===== config.mk =====
export PLATFORM = sky130hd
export DESIGN_NAME = bicubic_result_packer
export DESIGN_NICKNAME = d
export VERILOG_FILES = /design/src/rtl/bicubic_pkg.sv /design/src/rtl/bicubic_clamp.sv /design/src/rtl/bicubic_result_packer.sv
export SDC_FILE = /design/constraint.sdc
export NUM_CORES = 1
export LEC_CHECK = 0
export BUFFER_PORTS_ARGS = -buffer_cell sky130_fd_sc_hd__clkbuf_2
export CORE_MARGIN = 2
export CORE_UTILIZATION = 45
export CTS_CLUSTER_SIZE = 12
export DETAILED_ROUTE_END_ITERATION = 6
export HOLD_SLACK_MARGIN = 0.12
export PLACE_DENSITY_LB_ADDON = 0.15
export SLEW_MARGIN = 20
export SYNTH_ARGS = -nofsm -noshare
export SYNTH_HDL_FRONTEND = slang
export SYNTH_SLANG_ARGS = --single-unit
export TNS_END_PERCENT = 30

===== constraint.sdc =====
create_clock -name clk -period 1.8 [get_ports clk]
set_clock_uncertainty 0.15 [all_clocks]
set_input_delay 0.18 -clock clk [delete_from_list [all_inputs] [get_ports clk]]
set_output_delay 0.18 -clock clk [all_outputs]
set_load 0.02 [all_outputs]

===== src/rtl/bicubic_pkg.sv =====
// Shared constants for the bicubic result packing path.
// Pixel width, default lane count and clamp counter width.
package bicubic_pkg;

  localparam int PIX_W       = 8;
  localparam int DEF_LANES   = 4;
  localparam int CLAMP_CNT_W = 16;

endpackage


===== src/rtl/bicubic_clamp.sv =====
// Sign-magnitude to unsigned pixel clamp (combinational).
// mag/sign in -> pixel out, clamped=1 when a nonzero negative was forced to 0.
module bicubic_clamp
  import bicubic_pkg::*;
(
  input  logic [PIX_W-1:0] mag,
  input  logic             sign,
  output logic [PIX_W-1:0] pixel,
  output logic             clamped
);

  // Negative zero passes through as 0 and is not a clamp event.
  assign clamped = sign & (|mag);
  assign pixel   = clamped ? '0 : mag;

endmodule


===== src/rtl/bicubic_result_packer.sv =====
// Packs clamped pixels into LANES-wide words with keep/last framing.
// in_* valid/ready stream in, out_* valid/ready stream out, clamp_cnt stat.
module bicubic_result_packer
  import bicubic_pkg::*;
#(
  parameter int LANES = DEF_LANES
) (
  input  logic                   clk,
  input  logic                   rst_n,
  input  logic                   in_valid,
  output logic                   in_ready,
  input  logic [PIX_W-1:0]       in_product,
  input  logic                   in_sign,
  input  logic                   in_last,
  output logic                   out_valid,
  input  logic                   out_ready,
  output logic [PIX_W*LANES-1:0] out_data,
  output logic [LANES-1:0]       out_keep,
  output logic                   out_last,
  output logic [CLAMP_CNT_W-1:0] clamp_cnt
);

  localparam int FW = (LANES > 1) ? $clog2(LANES) : 1;
  localparam int DW = PIX_W * LANES;

  logic [FW-1:0]          fill_q, fill_d;
  logic [DW-1:0]          pack_q, pack_d;
  logic                   pend_q, pend_d;
  logic [LANES-1:0]       pkeep_q, pkeep_d;
  logic                   plast_q, plast_d;
  logic                   ovalid_q, ovalid_d;
  logic [DW-1:0]          odata_q, odata_d;
  logic [LANES-1:0]       okeep_q, okeep_d;
  logic                   olast_q, olast_d;
  logic [CLAMP_CNT_W-1:0] ccnt_q, ccnt_d;

  logic [PIX_W-1:0] pixel;
  logic             clamped;
  logic             accept;
  logic             slot_free;
  logic             complete;
  logic [DW-1:0]    wdata;
  logic [LANES-1:0] keep_now;

  bicubic_clamp u_clamp (
    .mag    (in_product),
    .sign   (in_sign),
    .pixel  (pixel),
    .clamped(clamped)
  );

  assign accept    = in_valid && !pend_q;
  assign slot_free = !ovalid_q || out_ready;
  assign complete  = accept &&
                     ((fill_q == FW'(LANES - 1)) || in_last);

  // Packing register with the incoming byte merged into lane fill_q,
  // and the keep mask for a word that would close at this lane.
  always_comb begin
    wdata    = pack_q;
    keep_now = '0;
    for (int i = 0; i < LANES; i++) begin
      if (FW'(i) == fill_q) begin
        wdata[i*PIX_W +: PIX_W] = pixel;
      end
      keep_now[i] = (FW'(i) <= fill_q);
    end
  end

  always_comb begin
    fill_d   = fill_q;
    pack_d   = pack_q;
    pend_d   = pend_q;
    pkeep_d  = pkeep_q;
    plast_d  = plast_q;
    ovalid_d = ovalid_q;
    odata_d  = odata_q;
    okeep_d  = okeep_q;
    olast_d  = olast_q;
    ccnt_d   = ccnt_q;

    if (ovalid_q && out_ready) begin
      ovalid_d = 1'b0;
    end

    // A held word drains first; accept is blocked while pending.
    if (pend_q && slot_free) begin
      ovalid_d = 1'b1;
      odata_d  = pack_q;
      okeep_d  = pkeep_q;
      olast_d  = plast_q;
      pend_d   = 1'b0;
      pack_d   = '0;
    end

    if (accept) begin
      if (complete) begin
        fill_d = '0;
        if (slot_free) begin
          ovalid_d = 1'b1;
          odata_d  = wdata;
          okeep_d  = keep_now;
          olast_d  = in_last;
          pack_d   = '0;
        end else begin
          pend_d  = 1'b1;
          pack_d  = wdata;
          pkeep_d = keep_now;
          plast_d = in_last;
        end
      end else begin
        fill_d = fill_q + 1'b1;
        pack_d = wdata;
      end
      if (clamped && (ccnt_q != '1)) begin
        ccnt_d = ccnt_q + 1'b1;
      end
    end
  end

  always_ff @(posedge clk or negedge rst_n) begin
    if (!rst_n) begin
      fill_q   <= '0;
      pack_q   <= '0;
      pend_q   <= 1'b0;
      pkeep_q  <= '0;
      plast_q  <= 1'b0;
      ovalid_q <= 1'b0;
      odata_q  <= '0;
      okeep_q  <= '0;
      olast_q  <= 1'b0;
      ccnt_q   <= '0;
    end else begin
      fill_q   <= fill_d;
      pack_q   <= pack_d;
      pend_q   <= pend_d;
      pkeep_q  <= pkeep_d;
      plast_q  <= plast_d;
      ovalid_q <= ovalid_d;
      odata_q  <= odata_d;
      okeep_q  <= okeep_d;
      olast_q  <= olast_d;
      ccnt_q   <= ccnt_d;
    end
  end

  assign in_ready  = !pend_q;
  assign out_valid = ovalid_q;
  assign out_data  = odata_q;
  assign out_keep  = okeep_q;
  assign out_last  = olast_q;
  assign clamp_cnt = ccnt_q;

endmodule


==> impl_summary.md <==
Status
The flow ran to the end, but the final reports show violations. The checks that failed: negative setup slack.

STA
Hold timing on the final database bottoms out at a slack of 159 ps. For the pin with the worst max-slew slack, the measured transition is 638 ps. Headroom to the max-slew limit came out at 0.574.

The worst setup margin is -22.7 ps. The number of hold-slack violations in the final timing report was 0. The period utilization is 1.01. The final-report max-slew violation count was 0. The number of failing setup endpoints in the final timing report is 15. Timing would allow up to 549 MHz. The minimum clock period is 1820 ps. Setup repair after global routing could not meet its margin everywhere.

Power
For this design the total switching power over the nets is 2530 µW. The standby leakage power is 0.00276 µW. The power share of the combinational group is 0.356.

The internal power of the cells is 4700 µW. For this design the ratio of total power to cell area is 1220 mW/mm². The share of total power dissipated in sequential elements is 0.406. The portion of total power attributed to the clock network is 0.239. The maximum VDD drop is 0.000784 V.

The switching portion of total power is 0.349. Power comes to 7230 µW.

Drt
The via count is 3638. In the routed design, unresolved DRC markers number 0. The starting DRC count in detailed routing is 236. The number of iterations in the first detailed-routing pass is 5. The routed via count divided by cell count is 5.87. The count of nets left with antenna violations once routing finished came out at 0. The routed wire length is 12100 µm. The average detailed-routed wire length per instance is 19.6 µm.

Logic synthesis
In this run the cell area of the synthesized design comes to 0.00416 mm². During synthesis, Yosys emitted a total of 0 warnings. The mean area per synthesized cell is 12.1 µm².

Yosys mapped the design onto 40 distinct sky130hd cell types. The number of nets in the synthesized netlist is 362. After synthesis, the share of flip-flops with an asynchronous set or reset is 1.00.

The most used flip-flop cell after synthesis is dfrtp_1. For this run, the register share of the synthesized area comes to 0.566. Synthesis inferred 94 register bits. Synthesis handed over a netlist of 343 instances.

Yosys mapped a number of flops with a built-in enable equal to 0.

Final layout
The top cell types in the final layout, fill and taps aside, are dfrtp_1 (90), buf_4 (73), clkbuf_2 (67). The number of fill cells is 726. In the final layout, the share of cells above drive strength 1 is 0.491. The leading cell type in the layout, fill and taps excluded is dfrtp_1.

Compared with the post-synthesis result, the final layout area differs by 43.1%. For this run, the number of standard cells in the final layout without fillers is 620. After the last flow step, the layout net total stands at 523. The repair_antennas step left the layout with diodes totalling 0.

Global route
The initial antenna violation count was 0. Entering global routing, the biggest net connects 27 pins. The first-pass GRT wire length is 18700 µm.

The total global routing track utilization is 0.246. The number of global-route vias before repair came to 3470. Global routing finished with a remaining overflow of 0.

Critical path
The worst setup slack for register-to-register paths is -20 ps. The last element of the critical path is out_data[28]. The required time of the worst setup path is 1910 ps. Tracing the worst setup path back leads to its startpoint at fill_q[1]. The kind of end point of the critical path is a flop. The arrival time at the worst endpoint is 1940 ps. By startpoint and endpoint, the worst setup path is classified as reg2reg. The startpoint identified for the worst register-to-register timing path is fill_q[1]. Along the worst path, the maximum fanout reaches 8. The path depth of the worst reg2reg path is 6.

The worst setup path is launched from a flop. The terminus of the critical flop-to-flop path is out_data[28].

CTS
Buffers inserted during clock tree synthesis total 9. TritonCTS built the clock tree. The total clock sinks is 94. The H-tree was split into 3 levels.

The clock root buffer is clkbuf_8. The register clock-pin slew on the reported worst setup and hold paths is 100 ps. The clock latency on the worst-skew pair is 370 ps.

The clock passes through at most 2 buffers.

Worst hold path
The worst hold path class is in2reg.

Job
Max-cap violations in this run came to 0.

Place
At the end of routability-driven placement, the weighted congestion stood at 0.822. The number of input and output port buffers inserted is 68. The number of cells in the design after placement is 582.

The half-perimeter wire length after detailed placement is 7990 µm.

Floorplanning
The initial standard-cell utilization of the core is 0.456. After floorplanning, the core was divided into 35 placement rows. After floorplanning, the core was sized to cover 0.00911 mm². The boundary pin count is 69.

The height of the die is 100 µm. The area of the die is 0.0100 mm². The chip width is 100 µm.
-- how the worst min path moves through the flow --
stage                   from      endpoint  slack [ps]  cells past startpoint
6_report       in_product[5]    pack_q[29]         160                      3
2_1_floorplan          rst_n  clamp_cnt[0]        -270                      0
5_1_grt        in_product[5]    pack_q[29]         130                      3
3_3_place_gp           rst_n   out_data[9]         -40                      1
4_1_cts        in_product[5]    pack_q[29]         120                      3
3_5_place_dp           rst_n  out_data[10]         -40                      1
-- per-layer routing --
| metal | global-route usage | part of all wire | wire length (µm) | up-vias |
|---|---|---|---|---|
| li1 | - | - | - | 1634 |
| met1 | 0.353 | 0.45 | 5500 | 1825 |
| met2 | 0.371 | 0.46 | 5610 | 151 |
| met3 | 0.0397 | 0.056 | 678 | 28 |
| met4 | 0.113 | 0.030 | 361 | 0 |
| met5 | 0 | 0 | 0 | - |
-- repair_timing --
| action | in CTS | in global routing |
|---|---|---|
| hold endpoints to repair | 122 | 0 |
| setup buffers | 1 | 7 |
| setup endpoints to repair | 74 | 85 |
| pin swaps | 4 | 7 |
| resized for setup | 18 | 31 |
| gates cloned | 1 | 1 |
| hold buffers | 13 | 0 |
-- power groups by stage --
stage | registers, µW | clock network [µW] | logic (µW)
after CTS | 2910 | 1760 | 2440
final | 2930 | 1730 | 2570
after global routing | 2990 | 1840 | 2760
after floorplan | 3430 | 0 | 849
after detailed placement | 2950 | 0 | 2360
after global placement | 2930 | 0 | 2320
-- critical path, stage by stage (launching register included) --
cell	delay, ps
dfrtp_1	410
ha_4	180
or2_4	140
nand3_4	160
o21a_1	260
buf_12	150
o221a_2	270
-- flip-flops by register name, summed over array words and instances (netlist names) --
register,count
plast_q,1
out_last,1
pack_q,32
fill_q,2
out_valid,1
out_data,32
pkeep_q,4
out_keep,4
pend_q,1
clamp_cnt,16
-- cells by family (layout without fill, tap and decap cells) --
| logic type | Yosys count | after routing | share of synthesized area |
|---|---|---|---|
| AND/OR/NAND/NOR | 109 | 110 | 0.132 |
| flip-flops | 94 | 94 | 0.566 |
| AO/OA/AOI/OAI | 93 | 93 | 0.219 |
| buffers and inverters | 22 | 187 | 0.0223 |
| XOR/XNOR | 14 | 14 | 0.0295 |
| multiplexers | 6 | 6 | 0.0157 |
| adder cells (fa/ha/maj) | 5 | 5 | 0.0151 |
-- Yosys cell counts (3+ instances only) --
cell type,count,area (µm²)
buf_2,8,40.0
o22ai_1,4,25.0
nor2_1,9,33.8
inv_1,5,18.8
a22o_1,32,280
o21a_1,4,30.0
a31oi_1,3,18.8
buf_1,5,18.8
a21oi_1,4,20.0
xnor2_1,4,35.0
nand2b_1,4,25.0
nand2_1,49,184
nand3_1,10,50.1
o21ai_0,3,15.0
a2111oi_2,9,135
dfrtp_1,94,2350
nor3_1,6,30.0
and3_1,4,25.0
nor4_1,5,31.3
xor2_1,10,87.6
ha_1,5,62.6
o221a_2,32,360
clkbuf_1,4,15.0
nand4_1,4,25.0
nor3b_1,3,22.5
-- per-stage QoR --
| step | instance area [µm²] | worst slack, ps | utilization | setup TNS (ps) |
|---|---|---|---|---|
| 4_1_cts | 5730 | -25.3 | 0.629 | -28.2 |
| 2_1_floorplan | 4220 | -77.9 | - | -2600 |
| 3_5_place_dp | 5240 | -150 | 0.575 | -7670 |
| 3_3_place_gp | 5240 | -113 | 0.575 | -4640 |
| 6_report | 5950 | -22.7 | 0.653 | -139 |
| 5_1_grt | 5950 | -72.9 | 0.653 | -1710 |
-- layout make-up --
| type | instances | area [µm²] | share of cell area |
|---|---|---|---|
| Timing Repair Buffer | 166 | 1190 | 0.200 |
| Sequential cell | 94 | 2360 | 0.396 |
| Multi-Input combinational cell | 228 | 2000 | 0.336 |
| Inverter | 5 | 18.8 | 0.00316 |
| Clock buffer | 10 | 128 | 0.0215 |
| Tap cell | 111 | 139 | 0.0233 |
| Clock inverter | 6 | 116 | 0.0196 |
Note: power is estimated with default switching activity, not from simulation.
